--- src/rtl/wm8731_i2c_target_pkg.sv ---
// wm8731_i2c_target_pkg: shared codec constants, target FSM states and small helpers.
// Rev 1.0
`default_nettype none
package wm8731_i2c_target_pkg;

   typedef enum logic [3:0] {
      IDLE    = 4'd0,
      ADDR    = 4'd1,
      ACK_A   = 4'd2,
      BYTE_HI = 4'd3,
      ACK_H   = 4'd4,
      BYTE_LO = 4'd5,
      ACK_L   = 4'd6,
      IGNORE  = 4'd7
   } state_t;

   // 7-bit bus addresses selected by the CSB strap.
   localparam logic [6:0] WM_ADDR_CSB0 = 7'h1A;
   localparam logic [6:0] WM_ADDR_CSB1 = 7'h1B;

   localparam logic [6:0] WM_R_LLINE_IN  = 7'h00;
   localparam logic [6:0] WM_R_RLINE_IN  = 7'h01;
   localparam logic [6:0] WM_R_ANALOG    = 7'h04;
   localparam logic [6:0] WM_R_DIGITAL   = 7'h05;
   localparam logic [6:0] WM_R_POWER     = 7'h06;
   localparam logic [6:0] WM_R_IFACE     = 7'h07;
   localparam logic [6:0] WM_R_SAMPLING  = 7'h08;
   localparam logic [6:0] WM_R_ACTIVE    = 7'h09;
   localparam logic [6:0] WM_R_RESET     = 7'h0F;

   localparam logic [3:0] LAST_BIT = 4'd7;

   function automatic logic is_write_to(input logic [7:0] addr_byte, input logic [6:0] dev);
      return addr_byte == {dev, 1'b0};
   endfunction

   function automatic state_t ack_next(input state_t s);
      case (s)
         ACK_A:   return BYTE_HI;
         ACK_H:   return BYTE_LO;
         default: return IGNORE;
      endcase
   endfunction

endpackage
`default_nettype wire

--- src/rtl/i2c_line_filter.sv ---
// i2c_line_filter: 2-flop synchronizer plus FILT_LEN-sample stability filter for one I2C line.
// Rev 1.0
`default_nettype none
module i2c_line_filter #(
   parameter int FILT_LEN = 3
) (
   input  logic clk,
   input  logic rst_n,
   input  logic din,
   output logic dout
);

   logic [1:0]          sync;
   logic [FILT_LEN-1:0] hist;

   // Everything resets to 1 so an idle bus is assumed and no false START appears.
   always_ff @(posedge clk or negedge rst_n) begin
      if (!rst_n) begin
         sync <= '1;
         hist <= '1;
         dout <= 1'b1;
      end else begin
         sync <= {sync[0], din};
         hist <= FILT_LEN'({hist, sync[1]});
         if (&hist)
            dout <= 1'b1;
         else if (~|hist)
            dout <= 1'b0;
      end
   end

endmodule
`default_nettype wire

--- src/rtl/wm8731_i2c_target.sv ---
// wm8731_i2c_target: write-only I2C target that decodes 3-byte WM8731 register writes.
// Rev 1.0
`default_nettype none
module wm8731_i2c_target
   import wm8731_i2c_target_pkg::*;
#(
   parameter logic [6:0] DEV_ADDR = WM_ADDR_CSB0,
   parameter int         FILT_LEN = 3
) (
   input  logic       clk,
   input  logic       rst_n,
   input  logic       scl_i,
   input  logic       sda_i,
   output logic       sda_oe,
   output logic       wr_valid,
   output logic [6:0] reg_addr,
   output logic [8:0] reg_data,
   output logic       busy,
   output logic       addr_nack
);

   logic       scl_f, sda_f, scl_q, sda_q;
   logic       scl_rise, scl_fall, start_det, stop_det;
   state_t     state, nxt_state;
   logic [3:0] cnt, nxt_cnt;
   logic [7:0] shreg, nxt_shreg, byte_hi, nxt_byte_hi, rx_byte;
   logic       nxt_sda_oe, nxt_wr_valid, nxt_addr_nack, nxt_busy;
   logic [6:0] nxt_reg_addr;
   logic [8:0] nxt_reg_data;

   i2c_line_filter #(.FILT_LEN(FILT_LEN)) u_scl_filt (
      .clk(clk), .rst_n(rst_n), .din(scl_i), .dout(scl_f)
   );

   i2c_line_filter #(.FILT_LEN(FILT_LEN)) u_sda_filt (
      .clk(clk), .rst_n(rst_n), .din(sda_i), .dout(sda_f)
   );

   assign scl_rise  = scl_f & ~scl_q;
   assign scl_fall  = ~scl_f & scl_q;
   // Requiring SCL high in both cycles keeps SDA edges that coincide with SCL edges from being read as bus conditions.
   assign start_det = scl_f & scl_q & sda_q & ~sda_f;
   assign stop_det  = scl_f & scl_q & ~sda_q & sda_f;
   assign rx_byte   = {shreg[6:0], sda_f};

   always_ff @(posedge clk or negedge rst_n) begin
      if (!rst_n) begin
         scl_q     <= 1'b1;
         sda_q     <= 1'b1;
         state     <= IDLE;
         cnt       <= '0;
         shreg     <= '0;
         byte_hi   <= '0;
         sda_oe    <= 1'b0;
         wr_valid  <= 1'b0;
         addr_nack <= 1'b0;
         busy      <= 1'b0;
         reg_addr  <= '0;
         reg_data  <= '0;
      end else begin
         scl_q     <= scl_f;
         sda_q     <= sda_f;
         state     <= nxt_state;
         cnt       <= nxt_cnt;
         shreg     <= nxt_shreg;
         byte_hi   <= nxt_byte_hi;
         sda_oe    <= nxt_sda_oe;
         wr_valid  <= nxt_wr_valid;
         addr_nack <= nxt_addr_nack;
         busy      <= nxt_busy;
         reg_addr  <= nxt_reg_addr;
         reg_data  <= nxt_reg_data;
      end
   end

   always_comb begin
      nxt_state     = state;
      nxt_cnt       = cnt;
      nxt_shreg     = shreg;
      nxt_byte_hi   = byte_hi;
      nxt_sda_oe    = sda_oe;
      nxt_wr_valid  = 1'b0;
      nxt_addr_nack = 1'b0;
      nxt_reg_addr  = reg_addr;
      nxt_reg_data  = reg_data;

      if (start_det) begin
         nxt_state  = ADDR;
         nxt_cnt    = '0;
         nxt_sda_oe = 1'b0;
      end else if (stop_det) begin
         nxt_state  = IDLE;
         nxt_cnt    = '0;
         nxt_sda_oe = 1'b0;
      end else begin
         case (state)
            ADDR, BYTE_HI, BYTE_LO: begin
               if (scl_rise) begin
                  nxt_shreg = rx_byte;
                  nxt_cnt   = cnt + 4'd1;
                  if (cnt == LAST_BIT) begin
                     nxt_cnt = '0;
                     if (state == ADDR) begin
                        if (is_write_to(rx_byte, DEV_ADDR)) begin
                           nxt_state = ACK_A;
                        end else begin
                           nxt_addr_nack = 1'b1;
                           nxt_state     = IGNORE;
                        end
                     end else if (state == BYTE_HI) begin
                        nxt_state = ACK_H;
                     end else begin
                        nxt_reg_addr = byte_hi[7:1];
                        nxt_reg_data = {byte_hi[0], rx_byte};
                        nxt_wr_valid = 1'b1;
                        nxt_state    = ACK_L;
                     end
                  end
               end
            end
            ACK_A, ACK_H, ACK_L: begin
               // First falling edge drives the ACK, the second one (after the 9th clock) releases it.
               if (scl_fall) begin
                  if (!sda_oe) begin
                     nxt_sda_oe = 1'b1;
                     if (state == ACK_H)
                        nxt_byte_hi = shreg;
                  end else begin
                     nxt_sda_oe = 1'b0;
                     nxt_state  = ack_next(state);
                  end
               end
            end
            default: ;
         endcase
      end

      nxt_busy = (nxt_state != IDLE);
   end

endmodule
`default_nettype wire

--- config.mk ---
export PLATFORM = sky130hd
export DESIGN_NAME = wm8731_i2c_target
export DESIGN_NICKNAME = d
export VERILOG_FILES = /design/src/rtl/wm8731_i2c_target_pkg.sv /design/src/rtl/i2c_line_filter.sv /design/src/rtl/wm8731_i2c_target.sv
export SDC_FILE = /design/constraint.sdc
export NUM_CORES = 1
export LEC_CHECK = 0
export ABC_AREA = 1
export CAP_MARGIN = 20
export CORE_MARGIN = 1.5
export CORE_UTILIZATION = 50
export CTS_BUF_LIST = sky130_fd_sc_hd__clkbuf_2
export DETAILED_ROUTE_END_ITERATION = 8
export PLACE_DENSITY = 0.71
export SLEW_MARGIN = 40
export SYNTH_ARGS = -nofsm -noshare
export SYNTH_HDL_FRONTEND = slang
export SYNTH_SLANG_ARGS = --single-unit
--- constraint.sdc ---
create_clock -name clk -period 2.5 [get_ports clk]
set_input_delay 0.375 -clock clk [delete_from_list [all_inputs] [get_ports clk]]
set_output_delay 0.375 -clock clk [all_outputs]
set_load 0.02 [all_outputs]
==> impl_metrics.env <==
export IMPL_status="finished, final reports clean"
export IMPL_grt_overflow=0
export IMPL_synth_edf_count=0
export IMPL_place_gp_congestion=0.906
export IMPL_start_util_pct=52.3
export IMPL_die_w_microns=73.5
export IMPL_cp_max_fo=4
export IMPL_cts_tree="built"
export IMPL_critical_path_class="reg2out"
export IMPL_h_tree_depth=3
export IMPL_clkSinkCount=58
export IMPL_dp_final_hpwl_microns=2750
export IMPL_grt_pass1_vias=1567
export IMPL_synth_area_per_cell_sq_um=9.64
export IMPL_min_period_ps=1850
export IMPL_worst_slew_pin_slew_ps=688
export IMPL_rsz0062_at_grt="false"
export IMPL_first_pass_iters=4
export IMPL_cts_hold_buffers_added=0
export IMPL_setup_violations=0
export IMPL_yosysWarnings=0
export IMPL_start_kind="flop"
export IMPL_crit_arrival_ps=1470
export IMPL_cts_repair_resized=0
export IMPL_drive_above_1_share_pct=22.9
export IMPL_avgViaCountPerCell=4.76
export IMPL_fmax_mhz=541
export IMPL_synth_cells=258
export IMPL_worstSetupEndpointType="output port"
export IMPL_finalSetupTns_ps=0
export IMPL_drv_cap=0
export IMPL_grt_pass1_wl_microns=6890
export IMPL_die_area_sq_mm=0.00540
export IMPL_period_share_pct=73.9
export IMPL_synth_seq_cells=58
export IMPL_gr_usage_all_layers_pct=17.3
export IMPL_rows=25
export IMPL_synth_top_area_cell="dfrtp_1"
export IMPL_syn_to_final_growth_pct=14.6
export IMPL_drc=0
export IMPL_reg2reg_depth=11
export IMPL_final_area_sq_mm=0.00285
export IMPL_layout_nets=293
export IMPL_n_fill_cell=431
export IMPL_crit_buf_inv=1
export IMPL_grt_max_degree=59
export IMPL_hold_violations=0
export IMPL_crit_start="sda_oe"
export IMPL_r2r_slack_ps=830
export IMPL_post_place_cells=344
export IMPL_antennaDiodeCount=0
export IMPL_p_leak_nw=1.38
export IMPL_clockBufferDepth=2
export IMPL_synth_fp_nets=263
export IMPL_power_mw=2.59
export IMPL_drt_wirelength_per_cell_microns=11.1
export IMPL_crit_slowest_cell="clkdlybuf4s50_1"
export IMPL_io_pins=24
export IMPL_drv_slew=0
export IMPL_yosysUniqueCellTypes=29
export IMPL_layout_common_cells="nand2_1, dfrtp_1, clkdlybuf4s50_1, inv_1, dfstp_2"
export IMPL_clock_latency_ps=460
export IMPL_power_density_mw_per_mm2=908
export IMPL_cts_buffers=9
export IMPL_drtIter0Drc=98
export IMPL_finClkSkew_ps=22.3
export IMPL_path_delay_family="buffers and inverters"
export IMPL_clockRootBuffer="clkbuf_2"
export IMPL_cp_required_ps=2120
export IMPL_antenna_found_initial=0
export IMPL_clk_pin_slew_worst_paths_ps=150
export IMPL_r2r_start="cnt[0]"
export IMPL_port_buffers=23
export IMPL_crit_chain="clkdlybuf4s50_1"
export IMPL_netlist_top_cells_area="dfrtp_1, dfstp_2, nand2_1"
export IMPL_dpl_cell_area_sq_mm=0.00275
export IMPL_synth_top_cell_area_share_pct=44.3
export IMPL_ys_seq_area_share_pct=59.1
export IMPL_die_y_microns=73.5
export IMPL_final_antenna_net_count=0
export IMPL_wl_microns=3980
export IMPL_syn_area_sq_mm=0.00249
export IMPL_ir_drop_mv=0.451
export IMPL_hold_path_class="in2async"
export IMPL_fin_cells=360
export IMPL_r2r_end="busy"
export IMPL_slowest_delay_ps=620
export IMPL_final_common_cell="nand2_1"
export IMPL_post_cts_setup_buffers=0
export IMPL_core_area_sq_mm=0.00475
export IMPL_slew_headroom_pct=54.1
export IMPL_vias=1715
export IMPL_synthFlopType="dfrtp_1"
export IMPL_synthArstFlopShare_pct=100
layer usage:
layer  global-route usage [%]  wire length, microns  up-vias
met5                        0                     0        -
met4                     8.44                    57        0
met3                     7.13                   176        9
met2                     24.0                  1770       29
met1                     23.5                  1980      796
li1                         -                     -      881
how the worst max path moves through the flow:
stage	cells past startpoint	slack, ps	to
floorplan	9	1040	reg_data[6]
global placement	10	870	busy
detailed placement	11	870	busy
CTS	1	600	sda_oe
global route	1	540	sda_oe
finish	1	650	sda_oe
stage by stage:
step	hold slack [ps]	utilization, %	setup slack [ps]
3_5_place_dp	348	57.8	873
3_3_place_gp	347	57.8	868
2_1_floorplan	79.4	-	1040
6_report	11.4	59.9	652
5_1_grt	32.1	59.9	540
4_1_cts	16.1	59.9	601
flip-flops by register name (all words and copies together), names as in the netlist:
name             count
u_sda_filt.dout      1
cnt                  4
scl_q                1
sda_q                1
shreg                8
u_sda_filt.sync      2
u_scl_filt.hist      3
u_scl_filt.dout      1
u_scl_filt.sync      2
busy                 1
byte_hi              8
reg_addr             7
reg_data             9
sda_oe               1
u_sda_filt.hist      3
wr_valid             1
addr_nack            1
state                4
cells in the mapped netlist (2+ instances only):
| cell | count |
|---|---|
| a21oi_1 | 6 |
| buf_6 | 3 |
| dfrtp_1 | 44 |
| dfstp_2 | 14 |
| inv_1 | 21 |
| inv_2 | 4 |
| nand2_1 | 77 |
| nand2_2 | 11 |
| nand3_1 | 11 |
| nor2_1 | 13 |
| nor2_2 | 7 |
| nor3_1 | 5 |
| o211ai_1 | 2 |
| o21ai_0 | 11 |
| o21ai_1 | 8 |
| o21ai_2 | 8 |
area by class of cell:
cell class	instances	area, sq um	share of cell area, %
Tap cell	67	83.8	2.94
Multi-Input combinational cell	169	863	30.3
Sequential cell	58	1470	51.5
Inverter	26	100	3.51
Timing Repair Buffer	24	233	8.17
Clock buffer	11	55.1	1.93
Clock inverter	5	46.3	1.62
where the power goes:
part / internal (mW) / switching (mW)
Combinational: 0.278 / 0.533
Sequential: 1.11 / 0.122
Clock: 0.229 / 0.318
cell families (layout without fill, tap and decap cells):
kind of cell    after synthesis  in the layout  share of synthesized area (%)
compound gates               37             37                           9.26
fa+ha+maj                     1              1                          0.503
buf+inv                      31             66                           6.19
flops                        58             58                           59.1
mux                           1              1                          0.453
simple gates                130            130                           24.5
Note: power is estimated with default switching activity, not from simulation.
